**src/rtl/debug_tx_if.sv**
```systemverilog
// Handshake bundle between the command parser, the response FIFOs, the UART TX FIFO
// and the debug TX scheduler. The slave modport is the scheduler's view.
interface debug_tx_if;
  logic        echo_valid;
  logic [7:0]  echo_data;
  logic        echo_ack;
  logic        idle_in;
  logic        rresp_empty;
  logic [38:0] rresp_data;
  logic        rresp_pop;
  logic        bresp_empty;
  logic [6:0]  bresp_bid;
  logic        bresp_pop;
  logic        tx_fifo_full;
  logic [7:0]  tx_fifo_data;
  logic        tx_fifo_write;
  logic        busy;

  modport master (
    output echo_valid, echo_data, idle_in, rresp_empty, rresp_data,
           bresp_empty, bresp_bid, tx_fifo_full,
    input  echo_ack, rresp_pop, bresp_pop, tx_fifo_data, tx_fifo_write, busy
  );

  modport slave (
    input  echo_valid, echo_data, idle_in, rresp_empty, rresp_data,
           bresp_empty, bresp_bid, tx_fifo_full,
    output echo_ack, rresp_pop, bresp_pop, tx_fifo_data, tx_fifo_write, busy
  );
endinterface

```
**src/rtl/debug_tx_scheduler.sv**
```systemverilog
// Serialises echo bytes and read/write response records as ASCII text into the UART TX FIFO.
// Read record: "rII.DDDDDDDD\n", write record: "bII\n"; echo bytes pass through while idle.
module debug_tx_scheduler #(
  parameter bit LOWER_HEX = 1'b0
) (
  input  logic     clk,
  input  logic     rst_n,
  debug_tx_if.slave bus
);
  typedef enum logic [1:0] {IDLE, RMSG, BMSG} state_e;

  state_e      state, state_nxt;
  logic [3:0]  cnt;
  logic [38:0] rec;
  logic        rr;

  logic        echo_go, grant_r, grant_b, byte_wr;
  logic [7:0]  msg_byte;
  logic [31:0] nib_sh;

  function automatic logic [7:0] hex(input logic [3:0] n);
    if (n < 4'd10) return 8'h30 + {4'h0, n};
    return (LOWER_HEX ? 8'h61 : 8'h41) + {4'h0, n} - 8'd10;
  endfunction

  // Arbitration in IDLE: echo first, then round-robin between the two response FIFOs.
  always_comb begin
    echo_go = 1'b0;
    grant_r = 1'b0;
    grant_b = 1'b0;
    if (state == IDLE) begin
      if (bus.echo_valid && !bus.tx_fifo_full) echo_go = 1'b1;
      else if (bus.idle_in) begin
        if (!bus.rresp_empty && (!rr || bus.bresp_empty)) grant_r = 1'b1;
        else if (!bus.bresp_empty)                         grant_b = 1'b1;
      end
    end
  end

  assign byte_wr = (state != IDLE) && !bus.tx_fifo_full;

  always_ff @(posedge clk or negedge rst_n) begin
    if (!rst_n) state <= IDLE;
    else        state <= state_nxt;
  end

  always_comb begin
    state_nxt = state;
    unique case (state)
      IDLE:       if (grant_r) state_nxt = RMSG;
                  else if (grant_b) state_nxt = BMSG;
      RMSG, BMSG: if (byte_wr && cnt == 4'd1) state_nxt = IDLE;
      default:    state_nxt = IDLE;
    endcase
  end

  // cnt counts the bytes still to send; the last byte is always the newline.
  always_ff @(posedge clk or negedge rst_n) begin
    if (!rst_n) begin
      cnt <= 4'd0;
      rec <= 39'd0;
      rr  <= 1'b0;
    end else if (grant_r) begin
      rec <= bus.rresp_data;
      cnt <= 4'd13;
    end else if (grant_b) begin
      rec <= {32'd0, bus.bresp_bid};
      cnt <= 4'd4;
    end else if (byte_wr) begin
      cnt <= cnt - 4'd1;
      if (cnt == 4'd1) rr <= (state == RMSG);
    end
  end

  // Data nibbles go out MSB first: cnt 9 selects rec[31:28], cnt 2 selects rec[3:0].
  assign nib_sh = rec[31:0] >> {cnt - 4'd2, 2'b00};

  always_comb begin
    msg_byte = 8'h0A;
    if (state == RMSG) begin
      case (cnt)
        4'd13:   msg_byte = 8'h72;
        4'd12:   msg_byte = hex({1'b0, rec[38:36]});
        4'd11:   msg_byte = hex(rec[35:32]);
        4'd10:   msg_byte = 8'h2E;
        4'd1:    msg_byte = 8'h0A;
        default: msg_byte = hex(nib_sh[3:0]);
      endcase
    end else if (state == BMSG) begin
      case (cnt)
        4'd4:    msg_byte = 8'h62;
        4'd3:    msg_byte = hex({1'b0, rec[6:4]});
        4'd2:    msg_byte = hex(rec[3:0]);
        default: msg_byte = 8'h0A;
      endcase
    end
  end

  // Outputs are forced low while reset is asserted, independent of the clock.
  always_comb begin
    bus.echo_ack      = 1'b0;
    bus.rresp_pop     = 1'b0;
    bus.bresp_pop     = 1'b0;
    bus.busy          = 1'b0;
    bus.tx_fifo_write = 1'b0;
    bus.tx_fifo_data  = 8'h00;
    if (rst_n) begin
      bus.echo_ack      = echo_go;
      bus.rresp_pop     = grant_r;
      bus.bresp_pop     = grant_b;
      bus.busy          = (state != IDLE);
      bus.tx_fifo_write = echo_go | byte_wr;
      if (echo_go)      bus.tx_fifo_data = bus.echo_data;
      else if (byte_wr) bus.tx_fifo_data = msg_byte;
    end
  end
endmodule

```
**src/flat_wrapper.sv**
```systemverilog
// flat-port wrapper written by rule: the top's interface ports become plain ports
module debug_tx_scheduler_flat 
#(
  parameter bit LOWER_HEX = 1'b0
)
  (clk, rst_n, bus_echo_valid, bus_echo_data, bus_idle_in, bus_rresp_empty, bus_rresp_data, bus_bresp_empty, bus_bresp_bid, bus_tx_fifo_full, bus_echo_ack, bus_rresp_pop, bus_bresp_pop, bus_tx_fifo_data, bus_tx_fifo_write, bus_busy);
  debug_tx_if bus_i ();
  input  logic clk;
  input  logic rst_n;
  input wire logic [$bits(bus_i.echo_valid)-1:0] bus_echo_valid;
  input wire logic [$bits(bus_i.echo_data)-1:0] bus_echo_data;
  input wire logic [$bits(bus_i.idle_in)-1:0] bus_idle_in;
  input wire logic [$bits(bus_i.rresp_empty)-1:0] bus_rresp_empty;
  input wire logic [$bits(bus_i.rresp_data)-1:0] bus_rresp_data;
  input wire logic [$bits(bus_i.bresp_empty)-1:0] bus_bresp_empty;
  input wire logic [$bits(bus_i.bresp_bid)-1:0] bus_bresp_bid;
  input wire logic [$bits(bus_i.tx_fifo_full)-1:0] bus_tx_fifo_full;
  output wire logic [$bits(bus_i.echo_ack)-1:0] bus_echo_ack;
  output wire logic [$bits(bus_i.rresp_pop)-1:0] bus_rresp_pop;
  output wire logic [$bits(bus_i.bresp_pop)-1:0] bus_bresp_pop;
  output wire logic [$bits(bus_i.tx_fifo_data)-1:0] bus_tx_fifo_data;
  output wire logic [$bits(bus_i.tx_fifo_write)-1:0] bus_tx_fifo_write;
  output wire logic [$bits(bus_i.busy)-1:0] bus_busy;
  assign bus_i.echo_valid = bus_echo_valid;
  assign bus_i.echo_data = bus_echo_data;
  assign bus_i.idle_in = bus_idle_in;
  assign bus_i.rresp_empty = bus_rresp_empty;
  assign bus_i.rresp_data = bus_rresp_data;
  assign bus_i.bresp_empty = bus_bresp_empty;
  assign bus_i.bresp_bid = bus_bresp_bid;
  assign bus_i.tx_fifo_full = bus_tx_fifo_full;
  assign bus_echo_ack = bus_i.echo_ack;
  assign bus_rresp_pop = bus_i.rresp_pop;
  assign bus_bresp_pop = bus_i.bresp_pop;
  assign bus_tx_fifo_data = bus_i.tx_fifo_data;
  assign bus_tx_fifo_write = bus_i.tx_fifo_write;
  assign bus_busy = bus_i.busy;
  debug_tx_scheduler #(.LOWER_HEX(LOWER_HEX)) u_core (.clk(clk), .rst_n(rst_n), .bus(bus_i));
endmodule
```
**config.mk**
```make
export PLATFORM = sky130hd
export DESIGN_NAME = debug_tx_scheduler_flat
export DESIGN_NICKNAME = d
export VERILOG_FILES = /design/src/rtl/debug_tx_if.sv /design/src/rtl/debug_tx_scheduler.sv /design/src/flat_wrapper.sv
export SDC_FILE = /design/constraint.sdc
export NUM_CORES = 1
export LEC_CHECK = 0
export BUFFER_PORTS_ARGS = -buffer_cell sky130_fd_sc_hd__buf_2
export CORE_MARGIN = 4
export CORE_UTILIZATION = 50
export CTS_BUF_LIST = sky130_fd_sc_hd__clkbuf_2 sky130_fd_sc_hd__clkbuf_4 sky130_fd_sc_hd__clkbuf_8
export CTS_CLUSTER_SIZE = 20
export DETAILED_ROUTE_END_ITERATION = 12
export MAX_ROUTING_LAYER = met4
export PLACE_DENSITY_LB_ADDON = 0.1
export SETUP_SLACK_MARGIN = 0.05
export SKIP_LAST_GASP = 1
export SLEW_MARGIN = 15
export SYNTH_ARGS = -nofsm -noshare
export SYNTH_HDL_FRONTEND = slang
export SYNTH_SLANG_ARGS = --single-unit
export TNS_END_PERCENT = 20
```
**constraint.sdc**
```tcl
create_clock -name clk -period 3.75 [get_ports clk]
set_input_delay 0.75 -clock clk [delete_from_list [all_inputs] [get_ports clk]]
set_output_delay 0.75 -clock clk [all_outputs]
set_load 0.01 [all_outputs]
```
==> impl_metrics.toml <==
[synth]
syn-cell-area_mm2 = 0.00300
seq_area_frac_synth = 0.384
synthesis.nets = 369
ys_async_sr_fraction = 1.00
ys_ff_latch = 46
ys.flop_type = "dfrtp_1"
synth_edf_count = 0
syn_inst = 296
yosysWarnings = 0
synth.distinct_cells = 48
syn_area_per_cell_um2 = 10.1

[detailed_routing]
drtAntennaViolNets = 0
drc = 0
drtPass1Iterations = 4
wl_per_cell_um = 17.1
viasPerCell = 5.90
wirelength_um = 7540
drt-initial-drc-count = 166
num_vias = 2596

[sta]
maxSlewViolCount = 0
tns_ns = 0
fin_crit_ns = 3.41
worstMarginPinSlew_ns = 0.853
period_share = 0.909
rsz0062_at_grt = "no"
finClkSkew_ns = 0.00711
slew-limit-headroom = 0.427
hold_violations = 0
fin_hold_ws_ns = 0.274
fmax_ghz = 0.294
setup_viol = 0

[clock_network]
cts.path.max_buffers = 2
cts_buffers = 5
clkLatencyLatePin_ns = 0.30
post-cts-setup-buffers = 0
ctsResizeCount = 0
cts_max_level = 2
tritoncts = "yes"
path_clk_slew_ns = 0.08
cts.sinks = 46
ctsHoldBuffers = 0
clockRootBuffer = "clkbuf_8"

[floorplanning]
ios = 74
dieWidth_um = 85.4
core_mm2 = 0.00568
dieArea_mm2 = 0.00730
die_h_um = 85.4
initial_core_util = 0.528
num_rows = 27

[place]
portBuffers = 73
dp_hpwl_um = 5780
gp_congestion = 0.922

[setup_path]
startpoint_type = "flop"
critPathMaxStageDelay_ns = 0.56
cp_slowest_cell = "ha_1"
endpoint_kind = "output pin"
worstSetupPathType = "flop to output pin"
critical_path.max_fanout = 10
arrival_ns = 2.66
cp.required_ns = 3.00
path_cells = "inv_1 > ha_1 > mux4_2 > mux2i_4 > nor3_1 > nand2b_1 > o2111ai_1 > a22o_1 > buf_2"

[power]
power_mw = 2.88
clock_power_share = 0.115
p_leak_nw = 1.71
switchingPower_mw = 1.21
seqPwrFrac = 0.348
p_comb_frac = 0.537
p_int_mw = 1.67
irDropWorstVdd_mv = 0.379
power_density_mw_per_mm2 = 812
switching_share = 0.420

[global_route]
grt_start_max_net_pins = 44
grt.overflow.total = 0
grt_use_total = 0.220
antenna_found_initial = 0
grt_pass1_wl_um = 12300
grt_pass1_vias = 2479

[cells_and_area]
fin_nets = 440
drive_gt1_frac = 0.299
antenna_cells = 0
area_delta_synth_final_pct = 18.3

[worst_hold_path]
hold_class = "input pin to async pin"

[flow_run]
maxCapViolCount = 0

[run_status]
status = "finished clean"
[metrics by stage]
| stage | std cells | area, um^2 | setup slack, ns | utilization |
|---|---|---|---|---|
| 4_1_cts | 440 | 3540 | 0.316 | 0.624 |
| 2_1_floorplan | 296 | 3000 | 0.785 | - |
| 3_3_place_gp | 432 | 3430 | 0.695 | 0.605 |
| 6_report | 440 | 3550 | 0.343 | 0.625 |
| 5_1_grt | 440 | 3550 | 0.0828 | 0.625 |
| 3_5_place_dp | 432 | 3430 | 0.654 | 0.605 |
[flip-flops by register name, summed over array words and instances, names as in the netlist]
| name | flops |
|---|---|
| u_core.rec | 39 |
| u_core.state | 2 |
| u_core.cnt | 4 |
| u_core.rr | 1 |
[path summary, 6_finish.rpt]
kind,from,to,slack (ns),depth (start not counted)
setup / recovery,u_core.cnt[1],bus_tx_fifo_data[3],0.34,9
hold / removal,rst_n,u_core.rec[33],0.27,1
setup reg to reg,u_core.state[0],u_core.rec[31],1.25,6
hold reg to reg,u_core.rec[14],u_core.rec[14],0.50,1
max in group asynchronous,rst_n,u_core.rec[18],2.72,2
min in group clk,u_core.rec[14],u_core.rec[14],0.50,1
[synthesized netlist by cell type (3+ instances only)]
| master | instances | area (um^2) |
|---|---|---|
| a211oi_1 | 3 | 22.5 |
| a21oi_1 | 10 | 50.1 |
| a22o_1 | 37 | 324 |
| a31oi_1 | 4 | 25.0 |
| buf_2 | 5 | 25.0 |
| clkbuf_1 | 8 | 30.0 |
| dfrtp_1 | 46 | 1150 |
| ha_1 | 12 | 150 |
| inv_1 | 9 | 33.8 |
| inv_2 | 3 | 11.3 |
| mux2i_1 | 9 | 90.1 |
| mux4_1 | 3 | 78.8 |
| mux4_2 | 7 | 158 |
| nand2_1 | 34 | 128 |
| nand2b_1 | 5 | 31.3 |
| nand3_1 | 9 | 45.0 |
| nor2_1 | 12 | 45.0 |
| nor2b_1 | 5 | 31.3 |
| nor3_1 | 7 | 35.0 |
| o211ai_1 | 5 | 37.5 |
| o21ai_0 | 8 | 40.0 |
| o21ai_1 | 12 | 60.1 |
| xnor2_1 | 7 | 61.3 |
[final cells by class]
type | count | area [um^2]
clock inverter | 1 | 8.76
fill | 509 | 2130
multi-input combinational | 220 | 1710
clock buffer | 7 | 96.3
tap | 72 | 90.1
sequential | 46 | 1150
timing repair buffer | 81 | 425
inverter | 13 | 62.6
[routing by layer]
layer | wire [um] | share of wire | vias to the layer above | global-route usage
li1 | - | - | 1248 | -
met4 | 116 | 0.015 | 0 | 0.0619
met3 | 527 | 0.070 | 11 | 0.0398
met5 | 0 | 0 | - | -
met1 | 3330 | 0.44 | 1249 | 0.295
met2 | 3560 | 0.47 | 88 | 0.343
[power by group through the flow]
| stage | Sequential (mW) | Clock (mW) | Combinational (mW) |
|---|---|---|---|
| finish | 1.00 | 0.331 | 1.55 |
| floorplan | 0.879 | 0 | 1.26 |
| global placement | 1.00 | 0 | 1.50 |
| global route | 1.04 | 0.365 | 1.70 |
| CTS | 1.00 | 0.343 | 1.53 |
| detailed placement | 1.01 | 0 | 1.52 |
[critical path: cells and delay by family (launching register included)]
family | cells | cell delay, ns
AOI/OAI and AO/OA | 2 | 0.34
DFF | 1 | 0.36
adders and majority gates | 1 | 0.56
buffers and inverters | 2 | 0.26
and+or+nand+nor | 2 | 0.18
muxes | 2 | 0.66
[cells in the final DEF, fill, tap and decap left out, types with 9 or more instances in the layout]
master and count:
a21oi_1 9, nand2_1 34, nor2_1 12, a22o_1 37
nand3_1 9, mux2i_1 9, inv_1 9, o21ai_1 12
buf_2 73, ha_1 12, dfrtp_1 46
[cells by family (layout without fill, tap and decap cells)]
| logic type | Yosys count | count (layout) | synth area share |
|---|---|---|---|
| flops | 46 | 46 | 0.384 |
| mux | 23 | 23 | 0.129 |
| buf+inv | 30 | 102 | 0.0505 |
| xor+xnor | 9 | 9 | 0.0263 |
| compound gates | 93 | 93 | 0.225 |
| fa+ha+maj | 12 | 12 | 0.0501 |
| simple gates | 83 | 83 | 0.135 |
(Power assumes the default switching activity.)
